### src/rtl/arith_seq_mac.sv
// Sequential arithmetic unit: registered add, iterative shift-add multiply, and
// saturating multiply-accumulate, all behind a start/busy/done handshake.
//
// state | meaning
// IDLE  | waiting for start; operands and mode latched when start is seen
// ADD   | one-cycle add, or accumulator clear for CLR
// MUL   | shift-add multiply, one multiplier bit per cycle (MUL and MAC)
// FIN   | reserved encoding, never entered; recovers to IDLE
module arith_seq_mac #(
  parameter int SIZE_ADDER = 8,
  parameter int SIZE_MULT  = 6,
  parameter int ACC_W      = 16
) (
  input  logic                     clk,
  input  logic                     rst,
  input  logic                     start,
  input  logic [1:0]               mode,
  input  logic [SIZE_ADDER-1:0]    A,
  input  logic [SIZE_ADDER-1:0]    B,
  input  logic [SIZE_MULT-1:0]     C,
  input  logic [SIZE_MULT-1:0]     D,
  output logic                     busy,
  output logic                     done,
  output logic [SIZE_ADDER:0]      Sum,
  output logic [2*SIZE_MULT-1:0]   Product,
  output logic [ACC_W-1:0]         Acc,
  output logic                     acc_ovf
);

  localparam int PW = 2 * SIZE_MULT;
  localparam int CW = $clog2(SIZE_MULT + 1);

  localparam logic [1:0] S_IDLE = 2'd0;
  localparam logic [1:0] S_ADD  = 2'd1;
  localparam logic [1:0] S_MUL  = 2'd2;
  localparam logic [1:0] S_FIN  = 2'd3;

  localparam logic [1:0] M_ADD = 2'b00;
  localparam logic [1:0] M_MUL = 2'b01;
  localparam logic [1:0] M_MAC = 2'b10;
  localparam logic [1:0] M_CLR = 2'b11;

  if (ACC_W < 2 * SIZE_MULT) begin : g_acc_w_check
    $error("arith_seq_mac: ACC_W must be >= 2*SIZE_MULT");
  end

  logic [1:0]            state;
  logic [1:0]            op_mode;
  logic [SIZE_ADDER-1:0] a_q;
  logic [SIZE_ADDER-1:0] b_q;
  logic [PW-1:0]         mcand;
  logic [SIZE_MULT-1:0]  mplier;
  logic [PW-1:0]         partial;
  logic [CW-1:0]         cnt;

  logic [PW-1:0]         partial_nxt;
  logic [ACC_W:0]        acc_sum;

  always_comb begin
    partial_nxt = partial + (mplier[0] ? mcand : '0);
    acc_sum     = {1'b0, Acc} + (ACC_W+1)'(partial_nxt);
  end

  always_ff @(posedge clk) begin
    if (rst) begin
      state   <= S_IDLE;
      op_mode <= M_ADD;
      a_q     <= '0;
      b_q     <= '0;
      mcand   <= '0;
      mplier  <= '0;
      partial <= '0;
      cnt     <= '0;
      busy    <= 1'b0;
      done    <= 1'b0;
      Sum     <= '0;
      Product <= '0;
      Acc     <= '0;
      acc_ovf <= 1'b0;
    end else begin
      done <= 1'b0;
      case (state)
        S_IDLE: begin
          if (start) begin
            op_mode <= mode;
            a_q     <= A;
            b_q     <= B;
            mcand   <= PW'(C);
            mplier  <= D;
            partial <= '0;
            // down-counter: terminal count 0 marks the last multiplier bit
            cnt     <= CW'(SIZE_MULT - 1);
            busy    <= 1'b1;
            state   <= (mode == M_ADD || mode == M_CLR) ? S_ADD : S_MUL;
          end
        end
        S_ADD: begin
          if (op_mode == M_CLR) begin
            Acc     <= '0;
            acc_ovf <= 1'b0;
          end else begin
            Sum <= {1'b0, a_q} + {1'b0, b_q};
          end
          done  <= 1'b1;
          busy  <= 1'b0;
          state <= S_IDLE;
        end
        S_MUL: begin
          partial <= partial_nxt;
          mcand   <= mcand << 1;
          mplier  <= mplier >> 1;
          if (cnt == '0) begin
            Product <= partial_nxt;
            if (op_mode == M_MAC) begin
              if (acc_sum[ACC_W]) begin
                Acc     <= '1;
                acc_ovf <= 1'b1;
              end else begin
                Acc <= acc_sum[ACC_W-1:0];
              end
            end
            done  <= 1'b1;
            busy  <= 1'b0;
            state <= S_IDLE;
          end else begin
            cnt <= cnt - 1'b1;
          end
        end
        S_FIN: begin
          busy  <= 1'b0;
          state <= S_IDLE;
        end
        default: begin
          busy  <= 1'b0;
          state <= S_IDLE;
        end
      endcase
    end
  end

endmodule

### config.mk
export PLATFORM = sky130hd
export DESIGN_NAME = arith_seq_mac
export DESIGN_NICKNAME = d
export VERILOG_FILES = /design/src/rtl/arith_seq_mac.sv
export SDC_FILE = /design/constraint.sdc
export NUM_CORES = 1
export LEC_CHECK = 0
export ABC_AREA = 0
export CAP_MARGIN = 20
export CELL_PAD_IN_SITES_DETAIL_PLACEMENT = 2
export CELL_PAD_IN_SITES_GLOBAL_PLACEMENT = 2
export CORE_MARGIN = 1
export CORE_UTILIZATION = 41
export DETAILED_ROUTE_END_ITERATION = 16
export DONT_BUFFER_PORTS = 1
export GPL_TIMING_DRIVEN = 0
export HOLD_SLACK_MARGIN = 0.15
export MAX_ROUTING_LAYER = met4
export PLACE_DENSITY = 0.93
export SETUP_SLACK_MARGIN = 0.4
export SYNTH_ARGS = -nofsm -noshare
export SYNTH_HDL_FRONTEND = slang
export SYNTH_SLANG_ARGS = --single-unit
### constraint.sdc
create_clock -name clk -period 6.9 [get_ports clk]
set_input_delay 1.38 -clock clk [delete_from_list [all_inputs] [get_ports clk]]
set_output_delay 1.38 -clock clk [all_outputs]
set_load 0.02 [all_outputs]
==> summary.md, run 1 <==
| Metric | Value |
|---|---|
| Largest net degree at the start of global routing | `16` |
| Synth unique cells | `68` |
| Final Hold Fails | `0` |
| Startpoint Class | `register` |
| Endpoint kind of the worst setup timing path | `register` |
| DRC Markers | `0` |
| CTS H-Tree Depth | `3` |
| Vias in the first global route | `5191` |
| Gate Count Post-Synth | `595` |
| Status | `completed` |
| Number of post-CTS setup repair buffers | `0` |
| CP Cell Sequence | `clkbuf_1 -> and2_1 -> ha_1 -> and3_1 -> a2111oi_4 -> o21bai_1 -> a21oi_1 -> xor2_1 -> inv_1 -> ha_1 -> a21o_1 -> a31oi_1 -> o211ai_1 -> nand2_2 -> buf_2 -> a41o_1 -> a21oi_1` |
| Actual slew at the worst max-slew pin | `0.9048 ns` |
| Top-count cell post-synth | `dfxtp_1` |
| Fraction of registers with async set/reset | `0` |
| Main synth FF type | `dfxtp_1` |
| Fin area | `between 5000 and 6000 um2` |
| DPL Wire Length | `13.03 mm` |
| Die height | `113.0 um` |
| WL per Instance | `23.07 um` |
| Slowest CP cell | `a2111oi_4` |
| Critical path class | `reg2reg` |
| TNS Setup | `0 ns` |
| Core Footprint | `12010 um2` |
| Fin util | `0.4588` |
| Overflow after GRT | `0` |
| Post-synthesis sequential area ratio | `0.3685` |
| Post-synth top cells | `dfxtp_1, nand2_1, a21oi_1, nor2_1, ha_1` |
| Worst path depth | `17` |
| Area delta synth->final | `9.064%` |
| Root Buffer | `clkbuf_16` |
| Net Count, Synth | `669` |
| Via Count | `around 4.6k` |
| R2R Path End | `Acc[11]` |
| Top cells by area, synth | `dfxtp_1, ha_1, nand2_1, a21oi_1, nor2_1` |
| Worst-case vdd ir drop | `about 0.00021 V` |
| Top-area cell type share of the netlist area | `0.3685` |
| Slew Viols, Final | `0` |
| Initial antenna violation count | `0` |
| Max-cap violations | `0` |
| Vias per cell | `6.071` |
| Setup violators final | `0` |
| Area leader, netlist | `dfxtp_1` |
| Die area | `between 10000 and 15000 um2` |
| Worst Path Arrival | `4.80 ns` |
| Flops & latches, synth | `93` |
| NumNets Final | `between 600 and 700` |
| Ratio of cells with drive above 1 in the final layout | `0.06066` |
| Cell Rows | `40` |
| Die width | `between 100 and 150 um` |
| Diodes inserted | `0` |
| Syn Area/Cell | `8.491 um2` |
| P per Cell Area | `234.2 nW/um2` |
| First DRT Iteration DRCs | `about 200` |
| Worst R2R Path Depth | `17` |
| Count of buffer and inverter cells on the critical path | `3` |
| Ys Warns | `0` |
| CTS tree | `yes` |
| P_leak | `between 2 and 2.5 nW` |
| Clk sinks | `93` |
| Cell area after synthesis | `5052 um2` |
| Reg2reg start | `mplier[0]` |
| Worst endpoint required time | `about 7.1 ns` |
| Fmax | `about 0.22 GHz` |
| Clock Skews | `0.008216 ns` |
| Worst Setup EP | `Acc[11]` |
| Dpl cell area | `around 5200 um2` |
| Port Buffer Count | `0` |
| RSZ-0062 raised after global routing | `false` |
| CP startpoint | `mplier[0]` |
| Clock transition at the registers of the reported paths | `0.07 ns` |
| IO Pins | `73` |
| 1st-pass router iterations | `4` |
| Post-Route WL | `17.47 mm` |
| Crit path largest cell delay | `0.44 ns` |
| Placer Congestion | `around 0.85` |
| FF-to-FF setup slack | `2.32 ns` |
| CTS Buf Count | `9` |
| CP max FO | `10` |
| Initial Utilization | `0.4206` |
| Post-CTS Hold Buffers | `0` |
| Final period util | `0.6643` |
| Placed insts | `742` |
| Finished Layout Cells | `757` |
| CTS resizes | `0` |
| Slew Limit Headroom | `0.3968` |
| Clock Path Buffers | `2` |
| Delay-heaviest family, CP | `compound AO/OA/AOI/OAI gates` |
| EDFF count, synth | `0` |
| Clk Latency, worst-skew pair | `between 0.3 and 0.4 ns` |
| Hold Path Class | `reg2reg` |
| GRT Util Overall | `0.2986` |
| Power, Total | `0.001290 W` |
| Tmin final | `4.583 ns` |
| Detail Route Antenna Nets | `0` |
| Global-route wire length before repair | `approximately 28 mm` |
## placed cells by master, fill, tap and decap left out, drive strengths merged, types with 2 or more instances in the layout
cell and n:
mux2i 11, a32o 3, a211oi 15, and3 8, a21oi 63, a21o 10, and2 17, nand3 14
nand2 93, o32ai 2, nor3 9, a22oi 15, o22a 2, a22o 8, nand2b 6, nand4 2
o21ai 23, inv 22, dfxtp 93, a31oi 4, xnor2 15, buf 8, o21a 4, o31ai 2
nor2b 2, xor2 8, clkbuf 31, a21boi 2, clkinv 3, nor2 43, o211ai 4, fa 3
o21bai 3, a221oi 3, or4 2, a31o 2, ha 38
## worst min-delay path by stage
stage                      start      to  slack (ns)  cells past startpoint
after CTS                 a_q[0]  a_q[0]        0.47                      2
final                     a_q[0]  a_q[0]        0.46                      2
after detailed placement  a_q[0]  a_q[0]        0.46                      2
after floorplan           cnt[0]  cnt[0]        0.44                      1
after global placement    b_q[4]  b_q[4]        0.45                      2
after global routing      b_q[2]  b_q[2]        0.50                      2
## sequential cells by signal, indices dropped and copies added (netlist names)
name     cells
acc_ovf      1
busy         1
b_q          8
partial     12
done         1
Product     12
Sum          9
a_q          8
cnt          3
mcand       12
Acc         16
mplier       6
state        2
op_mode      2
## stage by stage
step                      setup slack [ns]  hold WS, ns
after floorplan                      3.208       0.4378
after global placement               2.654       0.4506
after detailed placement             2.437       0.4572
after CTS                            2.346       0.4676
after global routing                 2.107       0.4970
final                                2.317       0.4636
## worst reg2reg max path, stage by stage (launching register included)
cell and delay, ns:
dfxtp_1 0.37, clkbuf_1 0.31, and2_1 0.23, ha_1 0.30
and3_1 0.24, a2111oi_4 0.44, o21bai_1 0.13, a21oi_1 0.21
xor2_1 0.31, inv_1 0.13, ha_1 0.40, a21o_1 0.27
a31oi_1 0.27, o211ai_1 0.16, nand2_2 0.14, buf_2 0.25
a41o_1 0.22, a21oi_1 0.07
## kinds of logic after synthesis
kind of cell | share of synthesized area
DFF | 0.3685
xor gates and xnor gates | 0.03987
AOI/OAI and AO/OA | 0.2417
adders and majority gates | 0.1060
buffers and inverters | 0.04160
and+or+nand+nor | 0.1805
muxes | 0.02179
## power breakdown
part | total, W | switching (W) | internal [W]
logic | 0.000212 | 0.000145 | 0.0000667
clock network | 0.000479 | 0.000226 | 0.000253
registers | 0.000599 | 0.0000314 | 0.000568
## layer usage
layer	routed length, um	vias to the layer above	global-route usage
met5	0	-	-
met2	8922	112	0.5288
li1	-	2138	-
met4	437	0	0.09825
met3	750	38	0.07713
met1	7355	2308	0.3250
## layout make-up
| cell class | count | area, um2 |
|---|---|---|
| tap | 147 | 183.9 |
| buffer | 29 | 131.4 |
| fill | 1359 | 6501 |
| sequential | 93 | 1862 |
| clock buffer | 10 | 239.0 |
| clock inverter | 5 | 35.03 |
| multi-input combinational | 452 | 2980 |
| inverter | 21 | 78.83 |
Note: power is estimated with default switching activity, not from simulation.
==> inputs of run 2 (changes only) <==
--- a/config.mk
+++ b/config.mk
@@ -10,13 +10,13 @@
 export CELL_PAD_IN_SITES_DETAIL_PLACEMENT = 2
 export CELL_PAD_IN_SITES_GLOBAL_PLACEMENT = 2
 export CORE_MARGIN = 1
-export CORE_UTILIZATION = 41
+export CORE_UTILIZATION = 34
 export DETAILED_ROUTE_END_ITERATION = 16
 export DONT_BUFFER_PORTS = 1
 export GPL_TIMING_DRIVEN = 0
 export HOLD_SLACK_MARGIN = 0.15
 export MAX_ROUTING_LAYER = met4
-export PLACE_DENSITY = 0.93
+export PLACE_DENSITY = 0.84
 export SETUP_SLACK_MARGIN = 0.4
 export SYNTH_ARGS = -nofsm -noshare
 export SYNTH_HDL_FRONTEND = slang
==> constraint.sdc (replaced) <==
create_clock -name clk -period 3.72 [get_ports clk]
set_input_delay 0.744 -clock clk [delete_from_list [all_inputs] [get_ports clk]]
set_output_delay 0.744 -clock clk [all_outputs]
set_load 0.02 [all_outputs]
==> run 2 against run 1 <==
Against the previous run:
- the run now ends with setup timing left
- clock power rose by 97%
- sequential share of layout area down 2.8 points
- setup slack worse by 2.5 ns
- global-route usage decreased by 4.3 points
- critical path depth down 1
- combinational power grew 98%
- first-iteration DRC count is 14% lower
- maximum frequency increased by 16%
- register-to-register slack worse by 2.5 ns
- non-clock buffer count increased by 25
- critical endpoint unchanged
==> summary.md, run 2 (synthesis gave the netlist of run 1 again) <==
| Metric | Value |
|---|---|
| CTS Buf Count | `9 (unchanged)` |
| Vias in the first global route | `5194 (+0.058%)` |
| Failing checks | `setup timing` |
| Largest Register | `Acc` |
| CTS H-Tree Depth | `3 (unchanged)` |
| Slew Limit Headroom | `0.3603 (-0.03655)` |
| Clock Path Buffers | `2 (unchanged)` |
| Die area | `15350 um2 (+20%)` |
| Die height | `123.9 um (+9.6%)` |
| Startpoint Class | `register` |
| Placer Congestion | `0.8696 (+2.4%)` |
| Detail Route Antenna Nets | `0 (unchanged)` |
| Setup ws final | `-0.2183 ns (-2.535 ns)` |
| Sw power | `0.0008171 W (+100%)` |
| Vias per cell | `5.783 (-4.8%)` |
| Via Count | `4742 (+3.2%)` |
| Pint | `0.001660 W (+87%)` |
| Largest net degree at the start of global routing | `19 (+3)` |
| WL per Instance | `24.13 um (+4.6%)` |
| CTS tree | `yes` |
| Reg2reg start | `mplier[0]` |
| Clk sinks | `93 (unchanged)` |
| Die width | `123.9 um (+9.6%)` |
| Hold path startpoint | `b_q[2]` |
| Combinational share of power | `0.170 (+0.006)` |
| TNS Setup | `-2.863 ns (-2.863 ns)` |
| Area delta synth->final | `19.27%` |
| R2R Path End | `Acc[11]` |
| Clk pwr share | `0.381 (+0.010)` |
| Cell Rows | `44 (+10%)` |
| 1st-pass router iterations | `5 (+1)` |
| Power, Total | `0.002477 W (+92%)` |
| Placed insts | `779 (+5.0%)` |
| Setup slack after placement | `-0.5086 ns (-2.945 ns)` |
| Post-Route WL | `19.79 mm (+13%)` |
| Clock transition at the registers of the reported paths | `0.08 ns (about the same)` |
| Status | `finished, violations left` |
| # fillers | `1605 (+18%)` |
| NumNets Final | `705 (+3.7%)` |
| WHS | `0.4677 ns (+0.004109 ns)` |
| Actual slew at the worst max-slew pin | `0.9596 ns (+0.05483 ns)` |
| Setup violators final | `17 (+17)` |
| Worst-case vdd ir drop | `0.0002590 V (+23%)` |
| Slew Viols, Final | `0 (unchanged)` |
| Endpoint kind of the worst setup timing path | `register` |
| Clock Skews | `0.007558 ns (-0.0006576 ns)` |
| Final period util | `1.059 (+0.3944)` |
| Core Footprint | `14530 um2 (+21%)` |
| Worst Path Arrival | `4.22 ns (-0.58 ns)` |
| Part of the power in registers | `0.449 (-0.015)` |
| Worst endpoint required time | `4.00 ns (-3.12 ns)` |
| Commonest non-fill, non-tap cells in the layout | `dfxtp_1, nand2_1, a21oi_1, nor2_1, ha_1` |
| Hold Path Class | `reg2reg` |
| Final Hold Fails | `0 (unchanged)` |
| DRC Markers | `0 (unchanged)` |
| WHS Path Cells | `2 (unchanged)` |
| Hold endpoint | `b_q[2]` |
| Worst R2R Path Depth | `16 (-1)` |
| Switching portion of total power | `0.3299 (+0.01813)` |
| Post-CTS Hold Buffers | `0 (unchanged)` |
| GRT Util Overall | `0.2555 (-0.04311)` |
| DPL Wire Length | `12.78 mm (-1.9%)` |
| P_leak | `2.394 nW (+6.6%)` |
| Ratio of cells with drive above 1 in the final layout | `0.1478 (+0.08714)` |
| Diodes inserted | `0 (unchanged)` |
| Fmax | `0.2539 GHz (+16%)` |
| Max reg flops | `16 (unchanged)` |
| CP max FO | `10 (unchanged)` |
| Max-cap violations | `0 (unchanged)` |
| Critical path class | `reg2reg` |
| Tmin final | `3.938 ns (-0.6450 ns)` |
| RSZ-0062 raised after global routing | `true` |
| Commonest non-fill, non-tap cell in the layout | `dfxtp_1` |
| Initial antenna violation count | `0 (unchanged)` |
| Initial Utilization | `0.3476 (-0.07300)` |
| IO Pins | `73 (unchanged)` |
| FF-to-FF setup slack | `-0.22 ns (-2.53 ns)` |
| P per Cell Area | `411.1 nW/um2 (+76%)` |
| First DRT Iteration DRCs | `178 (-14%)` |
| Global-route wire length before repair | `28.47 mm (+0.61%)` |
| Root Buffer | `clkbuf_16` |
| Clk Latency, worst-skew pair | `0.36 ns (about the same)` |
| Port Buffer Count | `0 (unchanged)` |
| Overflow after GRT | `0 (unchanged)` |
| Finished Layout Cells | `820 (+8.3%)` |
[run 2: cell types whose count changed in the layout (fill, tap and decap cells not counted), sizes merged]
| cell | delta |
|---|---|
| buf | +26 |
| clkbuf | -2 |
| clkinv | -2 |
| inv | +4 |
[run 2: repair_timing]
action,in CTS,in global routing
gates resized for setup,25,23
buffers inserted,16,8
endpoints found under the hold margin,0,0
gates cloned,1,0
endpoints found under the setup margin,17,17
pin swaps,25,22
[run 2: layer usage]
metal	GRT usage	vias to the layer above	routed length, um
met5	-	-	0
met4	0.1042	0	447
met3	0.03892	30	704
met2	0.4594	89	10570
met1	0.2806	2428	8072
li1	-	2195	-
[run 2: worst max-delay path by stage]
stage / from / endpoint
final: mplier[0] / Acc[11]
after floorplan: mcand[0] / Acc[15]
after global routing: mplier[0] / Acc[11]
after global placement: mplier[0] / Acc[11]
after CTS: mcand[0] / Acc[11]
after detailed placement: mplier[0] / Acc[11]
[run 2: power by group through the flow]
stage,Clock [W],Sequential (W),Combinational (W)
2_1_floorplan,0,0.00112,0.000269
3_3_place_gp,0,0.00113,0.000355
3_5_place_dp,0,0.00113,0.000386
4_1_cts,0.000945,0.00111,0.000404
5_1_grt,0.000993,0.00112,0.000461
6_report,0.000944,0.00111,0.000420
[run 2: final cells by class]
type | count | area [um2] | share of cell area
Inverter | 21 | 78.83 | 0.01308
Tap cell | 184 | 230.2 | 0.03821
Multi-Input combinational cell | 452 | 3214 | 0.5334
Sequential cell | 93 | 1869 | 0.3102
Buffer | 29 | 148.9 | 0.02471
Clock inverter | 7 | 60.06 | 0.009967
Clock buffer | 9 | 225.2 | 0.03738
Timing Repair Buffer | 25 | 198.9 | 0.03301
[run 2: critical path: stages (launching register included)]
cell	delay [ns]
dfxtp_4	0.36
buf_8	0.13
and2_1	0.18
ha_1	0.38
a21oi_2	0.21
o211ai_1	0.21
a31oi_1	0.19
o21ai_0	0.14
xnor2_1	0.35
inv_1	0.17
ha_2	0.46
nand3_1	0.16
a21oi_1	0.23
nand2_2	0.17
buf_6	0.18
a41o_1	0.19
a21oi_2	0.13
[run 2: per-stage QoR]
stage	area [um2]	util
4_1_cts	5846	0.4022
2_1_floorplan	5084	-
5_1_grt	6026	0.4146
6_report	6026	0.4146
3_5_place_dp	5314	0.3656
3_3_place_gp	5314	0.3656
